--- src/rtl/irq_pkg.sv ---
// Shared types, defaults and vector helper for the vectored interrupt controller.
package irq_pkg;

    localparam int unsigned NUM_IRQ_DEF = 8;
    localparam int unsigned VEC_W_DEF   = 8;
    localparam int unsigned IDX_MAX_W   = 5;
    localparam logic [31:0] NMI_VEC_ALL = '1;

    typedef enum logic [1:0] {
        IDLE    = 2'd0,
        REQ     = 2'd1,
        SERVICE = 2'd2
    } irq_state_e;

    // Maskable vector: zero-extended channel index (callers narrow to VEC_W).
    function automatic logic [31:0] make_vec(input logic [IDX_MAX_W-1:0] idx);
        return 32'(idx);
    endfunction

endpackage

--- src/rtl/irq_controller_if.sv ---
// Peripheral/config/processor-pin bundle for the interrupt controller.
interface irq_controller_if
    import irq_pkg::*;
#(
    parameter int unsigned NUM_IRQ = NUM_IRQ_DEF,
    parameter int unsigned VEC_W   = VEC_W_DEF
);
    logic [NUM_IRQ-1:0] irq;
    logic               nmi_in;
    logic               cfg_we;
    logic               cfg_sel;
    logic [NUM_IRQ-1:0] cfg_wdata;
    logic               INA;
    logic               eoi;
    logic               INT;
    logic               NMI;
    logic [VEC_W-1:0]   INTD;
    logic               busy;

    modport master (
        output irq, nmi_in, cfg_we, cfg_sel, cfg_wdata, INA, eoi,
        input  INT, NMI, INTD, busy
    );

    modport slave (
        input  irq, nmi_in, cfg_we, cfg_sel, cfg_wdata, INA, eoi,
        output INT, NMI, INTD, busy
    );
endinterface

--- src/rtl/irq_prio_enc.sv ---
// Fixed-priority encoder: lowest set index wins.
module irq_prio_enc #(
    parameter  int unsigned N     = 8,
    localparam int unsigned IDX_W = $clog2(N)
) (
    input  logic [N-1:0]     req_i,
    output logic             valid_o_c,
    output logic [IDX_W-1:0] idx_o_c
);
    // Scan from the top so the lowest active index is the last assignment.
    always_comb begin
        valid_o_c = |req_i;
        idx_o_c   = '0;
        for (int i = int'(N) - 1; i >= 0; i--) begin
            if (req_i[i]) idx_o_c = IDX_W'(i);
        end
    end
endmodule

--- src/rtl/irq_controller.sv ---
// Vectored interrupt controller: maskable edge/level channels with fixed
// priority, a rising-edge NMI, and in-service tracking until end-of-interrupt.
module irq_controller
    import irq_pkg::*;
#(
    parameter int unsigned      NUM_IRQ = NUM_IRQ_DEF,
    parameter int unsigned      VEC_W   = VEC_W_DEF,
    parameter logic [VEC_W-1:0] NMI_VEC = VEC_W'(NMI_VEC_ALL)
) (
    input logic            clk,
    input logic            reset,
    irq_controller_if.slave bus
);
    localparam int unsigned IDX_W = $clog2(NUM_IRQ);

    irq_state_e         state_q, state_d;
    logic [NUM_IRQ-1:0] mask_q, mode_q, pend_q, pend_d, prev_q;
    logic               nmi_prev_q, nmi_pend_q, nmi_pend_d;
    logic               int_q, int_d, busy_q, busy_d;
    logic [VEC_W-1:0]   intd_q, intd_d;
    logic [NUM_IRQ-1:0] rise_c, elig_c, ack_clr_c;
    logic               enc_valid_c;
    logic [IDX_W-1:0]   enc_idx_c;
    logic               ack_c, nmi_ack_c;

    // Edge channels use the latched pending bit; level channels follow irq live.
    assign rise_c = bus.irq & ~prev_q;
    assign elig_c = ((mode_q & pend_q) | (~mode_q & bus.irq)) & mask_q;

    irq_prio_enc #(.N(NUM_IRQ)) u_enc (
        .req_i     (elig_c),
        .valid_o_c (enc_valid_c),
        .idx_o_c   (enc_idx_c)
    );

    // NMI takes the acknowledge first; a maskable ack needs REQ and no NMI.
    assign nmi_ack_c = bus.INA && nmi_pend_q;
    assign ack_c     = (state_q == REQ) && bus.INA && !nmi_pend_q && enc_valid_c;
    assign ack_clr_c = ack_c ? (NUM_IRQ'(1) << enc_idx_c) : '0;

    // A new edge in the same cycle as its ack re-arms the channel.
    assign pend_d     = ((pend_q & ~ack_clr_c) | rise_c) & mode_q;
    assign nmi_pend_d = (nmi_pend_q & ~nmi_ack_c) | (bus.nmi_in & ~nmi_prev_q);

    // FSM state register.
    always_ff @(posedge clk) begin
        if (reset) state_q <= IDLE;
        else       state_q <= state_d;
    end

    // FSM next-state logic.
    always_comb begin
        state_d = state_q;
        unique case (state_q)
            IDLE:    if (enc_valid_c) state_d = REQ;
            REQ: begin
                if (ack_c)             state_d = SERVICE;
                else if (!enc_valid_c) state_d = IDLE;
            end
            SERVICE: if (bus.eoi) state_d = IDLE;
            default: state_d = IDLE;
        endcase
    end

    // FSM output logic: next values of the registered processor pins.
    always_comb begin
        int_d  = 1'b0;
        busy_d = 1'b0;
        intd_d = intd_q;
        int_d  = (state_d == REQ);
        busy_d = (state_d == SERVICE);
        if (nmi_ack_c)  intd_d = NMI_VEC;
        else if (ack_c) intd_d = VEC_W'(make_vec(IDX_MAX_W'(enc_idx_c)));
    end

    // Registered processor-facing outputs.
    always_ff @(posedge clk) begin
        if (reset) begin
            int_q  <= 1'b0;
            busy_q <= 1'b0;
            intd_q <= '0;
        end else begin
            int_q  <= int_d;
            busy_q <= busy_d;
            intd_q <= intd_d;
        end
    end

    // Edge history, pending state and config registers.
    always_ff @(posedge clk) begin
        if (reset) begin
            prev_q     <= '0;
            pend_q     <= '0;
            nmi_prev_q <= 1'b0;
            nmi_pend_q <= 1'b0;
            mask_q     <= '0;
            mode_q     <= '0;
        end else begin
            prev_q     <= bus.irq;
            pend_q     <= pend_d;
            nmi_prev_q <= bus.nmi_in;
            nmi_pend_q <= nmi_pend_d;
            if (bus.cfg_we) begin
                if (bus.cfg_sel) mode_q <= bus.cfg_wdata;
                else             mode_q <= mode_q;
                if (!bus.cfg_sel) mask_q <= bus.cfg_wdata;
                else              mask_q <= mask_q;
            end
        end
    end

    assign bus.INT  = int_q;
    assign bus.NMI  = nmi_pend_q;
    assign bus.INTD = intd_q;
    assign bus.busy = busy_q;

endmodule
--- src/flat_wrapper.sv ---
// flat-port wrapper written by rule: the top's interface ports become plain ports
module irq_controller_flat import irq_pkg::*;
#(
    parameter int unsigned      NUM_IRQ = NUM_IRQ_DEF,
    parameter int unsigned      VEC_W   = VEC_W_DEF,
    parameter logic [VEC_W-1:0] NMI_VEC = VEC_W'(NMI_VEC_ALL)
)
  (clk, reset, bus_irq, bus_nmi_in, bus_cfg_we, bus_cfg_sel, bus_cfg_wdata, bus_INA, bus_eoi, bus_INT, bus_NMI, bus_INTD, bus_busy);
  irq_controller_if #(.NUM_IRQ(NUM_IRQ), .VEC_W(VEC_W)) bus_i ();
  input logic clk;
  input logic reset;
  input wire logic [$bits(bus_i.irq)-1:0] bus_irq;
  input wire logic [$bits(bus_i.nmi_in)-1:0] bus_nmi_in;
  input wire logic [$bits(bus_i.cfg_we)-1:0] bus_cfg_we;
  input wire logic [$bits(bus_i.cfg_sel)-1:0] bus_cfg_sel;
  input wire logic [$bits(bus_i.cfg_wdata)-1:0] bus_cfg_wdata;
  input wire logic [$bits(bus_i.INA)-1:0] bus_INA;
  input wire logic [$bits(bus_i.eoi)-1:0] bus_eoi;
  output wire logic [$bits(bus_i.INT)-1:0] bus_INT;
  output wire logic [$bits(bus_i.NMI)-1:0] bus_NMI;
  output wire logic [$bits(bus_i.INTD)-1:0] bus_INTD;
  output wire logic [$bits(bus_i.busy)-1:0] bus_busy;
  assign bus_i.irq = bus_irq;
  assign bus_i.nmi_in = bus_nmi_in;
  assign bus_i.cfg_we = bus_cfg_we;
  assign bus_i.cfg_sel = bus_cfg_sel;
  assign bus_i.cfg_wdata = bus_cfg_wdata;
  assign bus_i.INA = bus_INA;
  assign bus_i.eoi = bus_eoi;
  assign bus_INT = bus_i.INT;
  assign bus_NMI = bus_i.NMI;
  assign bus_INTD = bus_i.INTD;
  assign bus_busy = bus_i.busy;
  irq_controller #(.NUM_IRQ(NUM_IRQ), .VEC_W(VEC_W), .NMI_VEC(NMI_VEC)) u_core (.clk(clk), .reset(reset), .bus(bus_i));
endmodule
--- config.mk ---
export PLATFORM = sky130hd
export DESIGN_NAME = irq_controller_flat
export DESIGN_NICKNAME = d
export VERILOG_FILES = /design/src/rtl/irq_pkg.sv /design/src/rtl/irq_controller_if.sv /design/src/rtl/irq_prio_enc.sv /design/src/rtl/irq_controller.sv /design/src/flat_wrapper.sv
export SDC_FILE = /design/constraint.sdc
export NUM_CORES = 1
export LEC_CHECK = 0
export CORE_MARGIN = 8
export CORE_UTILIZATION = 42
export DETAILED_ROUTE_END_ITERATION = 7
export PLACE_DENSITY_LB_ADDON = 0.15
export SLEW_MARGIN = 10
export SYNTH_ARGS = -nofsm -noshare
export SYNTH_HDL_FRONTEND = slang
export SYNTH_SLANG_ARGS = --single-unit
export TNS_END_PERCENT = 20
--- constraint.sdc ---
create_clock -name clk -period 1.47 [get_ports clk]
set_input_delay 0.2205 -clock clk [delete_from_list [all_inputs] [get_ports clk]]
set_output_delay 0.2205 -clock clk [all_outputs]
set_load 0.05 [all_outputs]
==> impl_metrics.yaml, run 1 <==
grt:
  grt_util_all_layers_pct: 14.2
  grt_remaining_overflow: 0
  grt_pass1_wl_microns: 7450
  grt_pass1_vias: 1551
  grt_max_degree: 23
  antenna_found_initial: 0
clock_tree:
  clkTransAtPathRegs_ns: 0.08
  cts_made_buffers: 5
  cts_tree: "built"
  cts_root_buf: "clkbuf_8"
  cts_sinks: 42
  clockBufferDepth: 2
  htree_levels: 2
  clk_latency_ns: 0.30
synth:
  synth_top_family_by_area: "simple AND/OR/NAND/NOR gates"
  synth_fa_ha_area_share_pct: 0
  synth_top_cell_by_area: "dfxtp_1"
  synthMuxAreaShare_pct: 9.68
  synth.net_count: 214
  synth-compound-area-share_pct: 18.0
  yosysTopAreaCellShare_pct: 45.8
  synth_cell_types: 38
  synthCells: 191
  synth_xor_area_share_pct: 0
  synth_area_leaders: "dfxtp_1, a21oi_1, nor2b_1"
  synth-seq-cells: 42
  synth.avg_cell_area_sq_um: 9.61
  syn_area_sq_mm: 0.00184
  ys_warn_count: 0
  synth_simple_gate_area_share_pct: 23.0
  ys_seq_area_share_pct: 45.8
final_layout:
  synthToLayoutAreaGrowth_pct: 43.9
  drive_above_1_share_pct: 31.2
  diodes: 0
  multi_input_area_sq_um: 967
  final_cell_mix: "dfxtp_1, buf_4, a21oi_1, clkdlybuf4s50_1, nand2_1"
  layout_commonest_cell: "dfxtp_1"
  nets: 275
  seqCellArea_sq_um: 848
  final_cells: 305
  nFillCells: 357
sta:
  hold_viol: 0
  fin_crit_ns: 1.56
  setup_viol: 7
  max_slew.worst_pin.slew_ns: 0.509
  max_slew_margin_pct: 66.0
  hold_slack_ns: 0.214
  drv_slew: 0
  rsz0062_at_grt: "yes"
  fin_skew_ns: 0.00905
  max_clock_freq_mhz: 641
  fin_crit_sh_pct: 106
  layout_setup_ws_ns: -0.0907
  fin_setup_tns_ns: -0.343
routing:
  routed_wl_microns: 4480
  viasPerCell: 5.08
  ant_nets: 0
  drcViolationCount: 0
  vias: 1550
  drtIter0Drc: 81
  routedWlPerCell_microns: 14.7
  drt-pass1-iter-count: 4
floorplan:
  row_count: 24
  die_x_microns: 82.1
  core_area_sq_mm: 0.00429
  pin_count: 34
  die_area_sq_mm: 0.00674
  die_h_microns: 82.1
  start_util_pct: 42.7
worst_setup_path:
  r2r-start: "u_core.mode_q[4]$_SDFFE_PP0P_"
  rr_endpoint: "u_core.pend_q[5]$_SDFF_PP0_"
  crit_required_ns: 1.66
  critPathCapture: "u_core.pend_q[5]$_SDFF_PP0_"
  path_max_fanout: 4
  start_kind: "flop"
  r2r_slack_ns: -0.09
  crit_start: "u_core.mode_q[4]$_SDFFE_PP0P_"
  critPathArrivalTime_ns: 1.75
  r2r_cells: 5
  end_kind: "flop"
  crit_slowest_cell: "dfxtp_2"
  path_class: "flop to flop"
  cpPeakStageDelay_ns: 0.34
  worstPathCellList: "mux2_4 > and2_4 > a221oi_4 > a41o_1 > a21oi_2"
run:
  max_cap_violations: 0
placement:
  dpl.cell_count: 293
  dpl.hpwl_microns: 3390
  gp_congestion: 0.845
  port_buffers: 33
hold_path:
  hold_path_class: "primary input to flop"
  whs_path_depth: 2
outcome:
  violations: "negative setup slack"
  status: "finished with violations"
power_and_ir_drop:
  power_density_mw_per_mm2: 940
  finalPower_uw: 2480
  ir_worst_vdd_uv: 717
  p_leak_uw: 0.00106
[cell type report]
class / instances / share of cell area, %
Sequential cell: 42 / 32.1
Clock inverter: 1 / 0.189
Multi-Input combinational cell: 136 / 36.6
Tap cell: 52 / 2.46
Clock buffer: 7 / 3.27
Inverter: 2 / 0.284
Timing Repair Buffer: 65 / 25.1
[worst max-delay path: cells and delay by family, from the launching register on]
family | cells | cell delay, ns
and+or+nand+nor | 1 | 0.17
muxes | 1 | 0.32
AOI/OAI and AO/OA | 3 | 0.61
DFF | 1 | 0.34
[metrics by stage]
step | utilization, % | worst slack (ns) | instance area, sq um
2_1_floorplan | - | -0.0307 | 1840
3_3_place_gp | 57.5 | -0.375 | 2470
3_5_place_dp | 57.5 | -0.418 | 2470
4_1_cts | 60.8 | -0.0840 | 2610
5_1_grt | 61.5 | -0.208 | 2640
6_report | 61.5 | -0.0907 | 2640
[repair_timing]
action,in CTS,in global routing
hold buffers,0,0
buffers inserted,2,2
endpoints found under the setup margin,13,15
pin swaps,13,5
resized for setup,15,6
[synthesized netlist by cell type]
cell type  instances
a22oi_2            3
nor4b_2            1
inv_1              2
a221oi_4           1
mux2_4             5
o21ai_1            2
and2_4             1
or2b_1             1
buf_4              4
nor2_1            10
a21boi_0           1
o31ai_1            1
dfxtp_1           42
nand3b_1           1
a31oi_1            4
o211ai_1           1
a21oi_1           25
o21ai_0            1
or3_1              1
o22ai_1            2
and4bb_1           1
nor3b_1            2
nand4bb_1          1
a22o_2             1
or3b_2             1
nand2b_1          11
a41o_1             2
nand2_1           16
clkbuf_1           6
nand3_1           10
a22oi_4            1
nor2b_1           14
a2bb2oi_2          1
mux2i_1            8
and2_1             3
mux2_2             2
buf_2              1
nand4_1            1
[power by group]
part	internal (uW)	leakage (uW)	switching (uW)
sequential	1190	0.000347	42.2
clock	379	0.0000482	385
combinational	261	0.000660	225
total	1830	0.00106	653
[how the worst min path moves through the flow]
| stage | startpoint | endpoint | slack [ns] |
|---|---|---|---|
| finish | bus_irq[1] | u_core.prev_q[1]$_SDFF_PP0_ | 0.21 |
| global placement | u_core.pend_q[2]$_SDFF_PP0_ | u_core.pend_q[2]$_SDFF_PP0_ | 0.44 |
| detailed placement | u_core.nmi_prev_q$_SDFF_PP0_ | u_core.bus.NMI$_SDFF_PP0_ | 0.47 |
| floorplan | bus_nmi_in | u_core.nmi_prev_q$_SDFF_PP0_ | 0.35 |
| global route | bus_irq[1] | u_core.prev_q[1]$_SDFF_PP0_ | 0.25 |
| CTS | bus_irq[4] | u_core.prev_q[4]$_SDFF_PP0_ | 0.32 |
[cells by family after synthesis]
kind of cell    count (synthesis)
simple gates                   75
mux                            15
compound gates                 46
buf+inv                        13
flops                          42
[metal layers]
| layer | part of all wire, % | global-route usage, % | wire, microns | vias up |
|---|---|---|---|---|
| met3 | 5.1 | 4.22 | 228 | 5 |
| li1 | - | - | - | 790 |
| met1 | 45 | 18.4 | 2020 | 724 |
| met4 | 1.1 | 4.04 | 49 | 0 |
| met2 | 49 | 22.3 | 2170 | 31 |
| met5 | 0 | 0 | 0 | - |
[state kept, by name, indices dropped and copies added (netlist names)]
name and count:
u_core.mask_q 8, u_core.bus.NMI 1, u_core.bus.INTD 4, u_core.bus.busy 1, u_core.prev_q 8, u_core.pend_q 8, u_core.mode_q 8, u_core.nmi_prev_q 1
u_core.bus.INT 1, u_core.state_q 2
No activity file was read; power rests on OpenSTA's default activity.
==> run 2: changes to the inputs <==
clock period = 1.5 ns   (was 1.47 ns; I/O delays follow)
==> impl_metrics.yaml, run 2 (synthesis results as in run 1) <==
outcome:
  status: "finished with violations"
  violations: "negative setup slack"
final_layout:
  fin_util_pct: 61.0
  diodes: 0
  drive_above_1_share_pct: 30.3
  final_cell_mix: "dfxtp_1, buf_4, a21oi_1, clkdlybuf4s50_1, nand2_1"
  nets: 273
  synthToLayoutAreaGrowth_pct: 42.8
  nFillCells: 391
  layout_commonest_cell: "dfxtp_1"
  final_cells: 303
worst_setup_path:
  crit_required_ns: 1.70
  critPathArrivalTime_ns: 1.78
  path_class: "flop to flop"
  end_kind: "flop"
  r2r_cells: 5
  path_max_fanout: 5
  start_kind: "flop"
floorplan:
  die_area_sq_mm: 0.00674
  die_h_microns: 82.1
  die_x_microns: 82.1
  row_count: 24
  start_util_pct: 42.7
  core_area_sq_mm: 0.00429
  pin_count: 34
sta:
  drv_slew: 0
  fin_skew_ns: 0.00713
  setup_viol: 4
  hold_viol: 0
  max_slew.worst_pin.slew_ns: 0.505
  rsz0062_at_grt: "yes"
  max_clock_freq_mhz: 633
  fin_crit_sh_pct: 105
  max_slew_margin_pct: 66.3
  fin_crit_ns: 1.58
  layout_setup_ws_ns: -0.0803
grt:
  grt_pass1_vias: 1520
  antenna_found_initial: 0
  grt_remaining_overflow: 0
  grt_max_degree: 23
  grt_pass1_wl_microns: 7090
  grt_util_all_layers_pct: 13.8
clock_tree:
  cts_sinks: 42
  cts_root_buf: "clkbuf_8"
  clockBufferDepth: 2
  clkTransAtPathRegs_ns: 0.08
  clk_latency_ns: 0.30
  htree_levels: 2
  cts_made_buffers: 5
  cts_hold_buf: 0
  cts_tree: "built"
power_and_ir_drop:
  p_leak_uw: 0.00104
  power_density_mw_per_mm2: 972
  finalPower_uw: 2550
  ir_worst_vdd_uv: 499
hold_path:
  hold_path_class: "primary input to flop"
  whs_path_depth: 2
placement:
  dpl.hpwl_microns: 3350
  port_buffers: 33
  gp_congestion: 0.846
  dpl.cell_count: 293
routing:
  drtIter0Drc: 82
  vias: 1549
  ant_nets: 0
  drcViolationCount: 0
  routed_wl_microns: 4410
  drt-pass1-iter-count: 4
  viasPerCell: 5.11
  routedWlPerCell_microns: 14.5
run:
  max_cap_violations: 0
==> run 2: metal layers <==
layer	vias to the layer above	track usage, %	routed length (microns)
li1	787	-	-
met1	733	17.2	2040
met2	25	21.4	2110
met3	4	4.44	198
met4	0	5.79	63
met5	-	0	0
==> run 2: area by class of cell <==
type / instances / area [sq um] / share of cell area (%)
multi-input cells: 136 / 988 / 37.7
flip-flops and latches: 42 / 847 / 32.3
repair buffers: 63 / 604 / 23.1
clock buffers: 5 / 68.8 / 2.63
well taps: 52 / 65.1 / 2.48
clock inverters: 3 / 40.0 / 1.53
inverters: 2 / 7.51 / 0.286
==> run 2: stage by stage <==
| step | setup TNS [ns] | cell area (sq um) | hold slack (ns) | setup WS, ns |
|---|---|---|---|---|
| global placement | -4.31 | 2430 | 0.444 | -0.353 |
| global route | -0.711 | 2620 | 0.336 | -0.158 |
| detailed placement | -4.71 | 2430 | 0.455 | -0.413 |
| floorplan | -0.000736 | 1840 | 0.353 | -0.000736 |
| finish | -0.123 | 2620 | 0.327 | -0.0803 |
| CTS | -0.107 | 2580 | 0.318 | -0.0564 |
==> run 2: final timing paths <==
| check | start | to | slack, ns |
|---|---|---|---|
| max | u_core.mode_q[4]$_SDFFE_PP0P_ | u_core.pend_q[5]$_SDFF_PP0_ | -0.08 |
| min | bus_irq[4] | u_core.prev_q[4]$_SDFF_PP0_ | 0.33 |
| max reg2reg | u_core.mode_q[4]$_SDFFE_PP0P_ | u_core.pend_q[5]$_SDFF_PP0_ | -0.08 |
| min reg2reg | u_core.pend_q[2]$_SDFF_PP0_ | u_core.pend_q[2]$_SDFF_PP0_ | 0.47 |
==> run 2: repair_timing <==
item,CTS,global route
resized for setup,11,8
pin swaps,11,8
buffers inserted,0,2
cloned,0,0
setup endpoints to repair,12,13
==> run 2: worst max-delay path, stage by stage (launching register included) <==
cell and delay [ns]:
dfxtp_2 0.34, mux2_4 0.32, and2_4 0.17, a221oi_4 0.36, a41o_1 0.24, a21oi_2 0.06
==> run 2: where the power goes <==
group	switching, uW	total [uW]	internal, uW
clock	387	877	490
sequential	38.6	1210	1170
combinational	222	464	242
